**config.mk**
```make
export PLATFORM = sky130hd
export DESIGN_NAME = arc4_encrypt
export DESIGN_NICKNAME = d
export VERILOG_FILES = /design/src/rtl/arc4_encrypt.sv
export SDC_FILE = /design/constraint.sdc
export NUM_CORES = 1
export LEC_CHECK = 0
export BUFFER_PORTS_ARGS = -buffer_cell sky130_fd_sc_hd__buf_2
export CORE_MARGIN = 2
export CORE_UTILIZATION = 58
export CTS_CLUSTER_DIAMETER = 100
export CTS_CLUSTER_SIZE = 20
export DETAILED_ROUTE_END_ITERATION = 6
export PLACE_DENSITY = 0.9
export RECOVER_POWER = 25
export REMOVE_ABC_BUFFERS = 1
export SLEW_MARGIN = 10
export SYNTH_ARGS = -nofsm -noshare
export SYNTH_HDL_FRONTEND = slang
export SYNTH_SLANG_ARGS = --single-unit
```
**constraint.sdc**
```tcl
create_clock -name clk -period 3.9 [get_ports clk]
set_input_delay 0.39 -clock clk [delete_from_list [all_inputs] [get_ports clk]]
set_output_delay 0.39 -clock clk [all_outputs]
set_load 0.1 [all_outputs]
```
**src/rtl/arc4_encrypt.sv**
```systemverilog
// ARC4 encryptor: reads a length-prefixed plaintext from PT memory, runs init/KSA/PRGA
// against an external 256x8 S memory and writes the length-prefixed ciphertext to CT memory.
module arc4_encrypt #(
    parameter int KEY_BYTES = 3
) (
    input  logic                   clk,
    input  logic                   rst_n,
    input  logic                   en,
    output logic                   rdy,
    input  logic [8*KEY_BYTES-1:0] key,
    output logic [7:0]             s_addr,
    output logic [7:0]             s_wrdata,
    output logic                   s_wren,
    input  logic [7:0]             s_rddata,
    output logic [7:0]             pt_addr,
    input  logic [7:0]             pt_rddata,
    output logic [7:0]             ct_addr,
    output logic [7:0]             ct_wrdata,
    output logic                   ct_wren
);

    localparam int KW = (KEY_BYTES > 1) ? $clog2(KEY_BYTES) : 1;

    typedef enum logic [3:0] {
        S_IDLE,
        S_INIT,
        S_KSA_RD_I,
        S_KSA_RD_J,
        S_KSA_WR_I,
        S_KSA_WR_J,
        S_LEN_RD,
        S_LEN_WR,
        S_PRGA_RD_I,
        S_PRGA_RD_J,
        S_PRGA_WR_I,
        S_PRGA_WR_J,
        S_PRGA_RD_PAD,
        S_PRGA_WR_CT,
        S_DONE
    } state_t;

    state_t                 state, state_nxt;
    logic [8*KEY_BYTES-1:0] key_q;
    logic [KW-1:0]          kidx;
    logic [7:0]             i, j, k, len, si, sj, pt_q;
    logic [7:0]             key_bytes [KEY_BYTES];
    logic [7:0]             key_byte, i_inc, j_ksa_nxt, j_prga_nxt;
    logic                   idle_like;

    // Key byte 0 sits in the most significant byte of the key port.
    always_comb begin
        for (int b = 0; b < KEY_BYTES; b++) begin
            key_bytes[b] = key_q[8*(KEY_BYTES-1-b) +: 8];
        end
        key_byte   = key_bytes[kidx];
        i_inc      = i + 8'd1;
        j_ksa_nxt  = j + s_rddata + key_byte;
        j_prga_nxt = j + s_rddata;
        idle_like  = (state == S_IDLE) || (state == S_DONE);
    end

    // NOTE: sequential state uses non-blocking assignments so every register samples pre-edge values.
    always_ff @(posedge clk or negedge rst_n) begin
        if (!rst_n) begin
            state <= S_IDLE;
        end else begin
            state <= state_nxt;
        end
    end

    // Datapath registers; the S/PT/CT memories are external and keep their contents across reset.
    always_ff @(posedge clk or negedge rst_n) begin
        if (!rst_n) begin
            key_q <= '0;
            kidx  <= '0;
            i     <= '0;
            j     <= '0;
            k     <= '0;
            len   <= '0;
            si    <= '0;
            sj    <= '0;
            pt_q  <= '0;
        end else begin
            unique case (state)
                S_IDLE, S_DONE: begin
                    if (en) begin
                        key_q <= key;
                        kidx  <= '0;
                        i     <= '0;
                        j     <= '0;
                    end
                end
                S_INIT: i <= i_inc;
                S_KSA_RD_J: begin
                    si <= s_rddata;
                    j  <= j_ksa_nxt;
                end
                S_KSA_WR_J: begin
                    i <= i_inc;
                    if (kidx == KW'(KEY_BYTES - 1)) kidx <= '0;
                    else                            kidx <= kidx + 1'b1;
                    if (i == 8'hFF) j <= '0;
                end
                S_LEN_WR: begin
                    len <= pt_rddata;
                    k   <= 8'd1;
                end
                S_PRGA_RD_I: i <= i_inc;
                S_PRGA_RD_J: begin
                    si   <= s_rddata;
                    j    <= j_prga_nxt;
                    pt_q <= pt_rddata;
                end
                S_PRGA_WR_I:  sj <= s_rddata;
                S_PRGA_WR_CT: k  <= k + 8'd1;
                default: ;
            endcase
        end
    end

    always_comb begin
        state_nxt = state;
        unique case (state)
            S_IDLE, S_DONE: state_nxt = en ? S_INIT : S_IDLE;
            S_INIT:         if (i == 8'hFF) state_nxt = S_KSA_RD_I;
            S_KSA_RD_I:     state_nxt = S_KSA_RD_J;
            S_KSA_RD_J:     state_nxt = S_KSA_WR_I;
            S_KSA_WR_I:     state_nxt = S_KSA_WR_J;
            S_KSA_WR_J:     state_nxt = (i == 8'hFF) ? S_LEN_RD : S_KSA_RD_I;
            S_LEN_RD:       state_nxt = S_LEN_WR;
            S_LEN_WR:       state_nxt = (pt_rddata == 8'd0) ? S_DONE : S_PRGA_RD_I;
            S_PRGA_RD_I:    state_nxt = S_PRGA_RD_J;
            S_PRGA_RD_J:    state_nxt = S_PRGA_WR_I;
            S_PRGA_WR_I:    state_nxt = S_PRGA_WR_J;
            S_PRGA_WR_J:    state_nxt = S_PRGA_RD_PAD;
            S_PRGA_RD_PAD:  state_nxt = S_PRGA_WR_CT;
            S_PRGA_WR_CT:   state_nxt = (k == len) ? S_DONE : S_PRGA_RD_I;
            default:        state_nxt = S_IDLE;
        endcase
    end

    // NOTE: every output gets a default before the case so no latch is inferred.
    always_comb begin
        rdy       = idle_like;
        s_addr    = '0;
        s_wrdata  = '0;
        s_wren    = 1'b0;
        pt_addr   = '0;
        ct_addr   = '0;
        ct_wrdata = '0;
        ct_wren   = 1'b0;
        unique case (state)
            S_INIT: begin
                s_addr   = i;
                s_wrdata = i;
                s_wren   = 1'b1;
            end
            S_KSA_RD_I: s_addr = i;
            S_KSA_RD_J: s_addr = j_ksa_nxt;
            S_KSA_WR_I, S_PRGA_WR_I: begin
                s_addr   = i;
                s_wrdata = s_rddata;
                s_wren   = 1'b1;
            end
            S_KSA_WR_J, S_PRGA_WR_J: begin
                s_addr   = j;
                s_wrdata = si;
                s_wren   = 1'b1;
            end
            S_LEN_WR: begin
                ct_wrdata = pt_rddata;
                ct_wren   = 1'b1;
            end
            S_PRGA_RD_I: begin
                s_addr  = i_inc;
                pt_addr = k;
            end
            S_PRGA_RD_J:   s_addr = j_prga_nxt;
            // Post-swap S[i]=sj and S[j]=si, so the pad index sum is unchanged.
            S_PRGA_RD_PAD: s_addr = si + sj;
            S_PRGA_WR_CT: begin
                ct_addr   = k;
                ct_wrdata = pt_q ^ s_rddata;
                ct_wren   = 1'b1;
            end
            default: ;
        endcase
    end

endmodule
```
# == Word-level counts from Yosys, hierarchy flattened ==
# Cells that the tools add are included.
# W data, S select, Z words.
# word_totals
reg_bits,86
output_inout_bits,43
elab_cells,82
inputBits,43
# classes
magnitude_cmp,1
eq_ne,20
addsub,6
bitwise_logic,2
n_reduce_logical,19
mux,24
# ops
operator,count
$pmux W4 S14,1
$mux W8,6
$pmux W8 S2,3
$pmux W8 S6,1
$pmux W8 S4,1
$eq A4 B4 Y1 const B,7
$add A8 B8 Y8,3
$pmux W8 S3,1
$add A8 B1 Y8 const B,2
$bmux W8 S2,1
$eq A4 B3 Y1 const B,4
$reduce_or A2 Y1,5
$mux W3,3
$eq A4 B2 Y1 const B,2
$eq A8 B8 Y1,1
$eq A8 B8 Y1 const B,1
$logic_not A8 Y1,1
$xor A8 B8 Y8,1
$ne A2 B2 Y1 const B,3
$reduce_and A2 Y1,3
$reduce_bool A2 Y1,3
$reduce_or A5 Y1,1
$eq A4 B1 Y1 const B,1
$logic_not A4 Y1,1
13 further kinds,16

# == Depth between registers and ports, before layout ==
# depth
word_depth,6
ltp_mapped,13
mapped_depth_nobuf,12

# == Worst setup path after synthesis ==
# Ideal clock, no wire load.
# synth_timing
path_type,flip-flop to output port
startpoint,register state[3]
endpoint,output s_addr[4]
path_slack_ns,-0.969
path_buffers,2
stages_incl_launch_ff,6
t_required_ns,3.510
arrival_time_ns,4.479
path_cell_list,dfrtp_1 -> buf_2 -> nor2b_1 -> buf_2 -> nand2_1 -> o311ai_0
# synth_via
elab_chain_cells,3
word_cells_on_any_way,13
cone_classes,10 x eq/ne; 1 x mux; 2 x reduce/logical
# synth_rtl
item,line_no,source
from (decl),42,"state_t state, state_nxt;"
from (signal assigned),67,state <= state_nxt;
"$eq A4 B4 Y1, or another cell as far along",152,unique case (state)
$reduce_or A4 Y1 (no line) / $reduce_or A2 Y1 (equally long branches),-,
$pmux W8 S6 *,152,
to (decl),11,"output logic [7:0] s_addr,"
# Mark *: on every way between the ends. The rest lies on a longest branch, timed or not.

# == Worst setup path in the final report ==
# layout_timing
startpoint,register j[0]
endpoint,output s_addr[7]
# layout_via
elab_chain_cells,3
# layout_rtl
item,line_no,source
from (decl),45,"logic [7:0] i, j, k, len, si, sj, pt_q;"
from (signal assigned),96,j <= j_ksa_nxt;
from (signal assigned),111,j <= j_prga_nxt;
$add A8 B8 Y8 *,"57, 58",
$add A8 B8 Y8,57,j_ksa_nxt = j + s_rddata + key_byte;
$pmux W8 S6 *,152,
# Marked as above.

==> qor.yml <==
clock_path_buffers: 2
hold_slack_ns: 0.2420
die_x_um: 102.2
clkLatencyLatePin_ns: 0.38
rsz0062_at_grt: "yes"
gr-usage-met3_pct: 5.472
cts-hold-fix-buffers: 0
cts.sinks: 86
grt_overflow: 0
max_slew_margin_pct: -41.65
wl_um: 16150
synth_area_sq_mm: 0.005588
nFillCells: 710
fin_setup_tns_ns: -0.3142
hp-class: "in -> reg"
path_class: "reg -> out"
cts_made_buffers: 9
path_cells: "ha_2, fa_2, a211oi_2, or4b_4, nand4_1, ha_1, buf_4, o21a_1, o32a_1, o41ai_4, buf_4, a311o_1, or3_4, buf_12"
async_flop_share_pct: 100.0
met2_usage_pct: 55.57
grt_pass1_wl_um: 25540
post-synth-top-area-cell: "dfrtp_1"
timing.final.ws_setup_ns: -0.2608
synth-seq-area-share_pct: 38.51
worstPathRequired_ns: 3.51
busiest_layer: "met2"
crit_top_cell: "buf_4"
track_usage_pct: 32.04
worst_pin_slew_ns: 2.125
whs_path_depth: 2
die_area_sq_mm: 0.01044
root_buffer: "clkbuf_8"
start_util_pct: 60.19
path_buf_inv: 3
use_met1_pct: 39.96
path_clk_slew_ns: 0.10
max_freq_mhz: 240.3
startpoint_type: "register"
outcome: "finished with violations"
globalplace.congestion: 0.9985
syn_to_final_growth_pct: 20.13
drc: 0
yosysWarnings: 0
antenna_found_initial: 0
synth_edf_count: 0
final_core_util_pct: 72.30
port-buffer-count: 85
finClkSkew_ns: 0.01170
yosys-top-cells-area: "dfrtp_1, mux2_2, nand2_1"
chipHeight_um: 102.2
dpl.cell_count: 817
wl_per_cell_um: 19.28
drive_above_1_share_pct: 30.89
synth_cells: 595
arrival_ns: 3.77
htree_levels: 3
period_share_pct: 106.7
ant_nets: 0
drtIter0Drc: 504
cts_tree: "built"
grt_max_degree: 87
setup_viol: 2
synthDistinctLibCells: 71
ios: 86
syn_avg_cell_area_sq_um: 9.391
viasPerCell: 6.321
cp_top_family: "compound AO/OA/AOI/OAI gates"
synth_top_area_share_pct: 38.51
fin_crit_ns: 4.161
critical-path-max-stage-delay_ns: 0.41
synth_seq_cells: 86
final_nets: 773
synth.most_common_cell: "nand2_1"
path_depth: 14
slowest_stage: "fa_2"
synth_ff_type: "dfrtp_1"
reg2reg_depth: 13
rows: 35
core_area_sq_mm: 0.009284
drv_cap: 1
firstDrtPassIters: 6
grt_pass1_vias: 5187
insertedDiodeCount: 0
hpwl_um: 11970
synth_commonest_cells: "nand2_1, dfrtp_1, mux2_2"
drv_slew: 87
finalNonFillerCells: 838
hold_viol: 0
route.vias.total: 5297
violations: "max-capacitance violations, max-slew violations, negative setup slack"
end_kind: "output port"
critPathMaxFanout: 4
layout make-up:
class,instances,area [sq um],area share (%)
clock buffers,10,137.6,2.050
clock inverters,6,68.82,1.025
inverters,13,48.80,0.7269
multi-input cells,474,3387,50.46
flip-flops and latches,86,2153,32.08
well taps,129,161.4,2.404
repair buffers,120,755.7,11.26
sequential cells by signal (all words and copies together) (netlist names):
register	count
key_bytes	24
j	8
len	8
si	8
k	8
state	4
pt_q	8
kidx	2
sj	8
i	8
per-layer routing:
metal	wire [um]	vias up	part of all wire [%]
met1	6402	2554	40
met4	534	0	3.3
met2	8015	312	50
li1	-	2375	-
met3	1201	56	7.4
met5	0	-	0
cells by family after synthesis:
family          Yosys count  share of synthesized area (%)
mux                      57                          11.29
buf+inv                  35                          2.575
fa+ha+maj                26                          6.225
compound gates          148                          18.83
xor+xnor                 32                          5.016
flops                    86                          38.51
simple gates            211                          17.56
final timing paths:
path | from | endpoint | slack [ns]
worst max-delay path | j[0]$_DFFE_PN0P_ | s_addr[7] | -0.26
worst min-delay path | key[0] | key_bytes[0]$_DFFE_PN0P_ | 0.24
worst max register to register | j[0]$_DFFE_PN0P_ | j[7]$_DFFE_PN0P_ | 0.81
worst min register to register | key_bytes[23]$_DFFE_PN0P_ | key_bytes[23]$_DFFE_PN0P_ | 0.51
max in group asynchronous | rst_n | kidx[0]$_DFFE_PN0P_ | 1.93
min in group asynchronous | rst_n | k[6]$_DFFE_PN0P_ | 0.58
metrics by stage:
step           worst slack (ns)  instance area, sq um
2_1_floorplan            -1.303                  5493
3_3_place_gp           -0.03392                  6352
3_5_place_dp            -0.1060                  6352
4_1_cts                 -0.2649                  6596
5_1_grt                 -0.4230                  6713
6_report                -0.2608                  6713
cells in the final DEF, fill, tap and decap left out, types with 3 or more instances in the layout:
master    count
nor2b_1       5
dfrtp_1      85
nor3b_1       3
xor2_1       17
and3_1       11
mux2_2       48
a221o_1       3
inv_1        13
buf_4        35
buf_2        79
nand3_1      11
o211ai_1      6
a211oi_1      4
clkbuf_8     10
a21oi_1      16
a21oi_2       3
xnor2_1      13
and2_1        8
o21ai_0      44
o21bai_1      5
ha_1         22
a21o_1        6
nor3_1        9
nand2_1      98
buf_12        3
o31ai_1       6
a211oi_2      3
mux2i_1       9
nor4_1        6
nand2b_1      8
nor2_1       35
a22oi_1       9
o21ai_1       3
a31oi_1       3
worst register-to-register path, cell delays in order (launching register included):
cell and delay, ns:
dfrtp_1 0.39, ha_2 0.21, fa_2 0.41, a211oi_2 0.23
or4b_4 0.17, nand4_1 0.12, ha_1 0.32, a21o_1 0.18
o32a_1 0.37, o41ai_4 0.07, buf_4 0.18, nand2b_4 0.12
o2111a_1 0.16, nand2_1 0.05
repair_timing:
item                                    4_1_cts  5_1_grt
gates resized for setup                      10       21
buffers inserted                              0        5
pin swaps                                     2       12
endpoints found under the setup margin        3        6
Power is left out: the tool's default activity adds up to more than one toggle a clock period on the data nets, which glitch-free logic cannot reach.
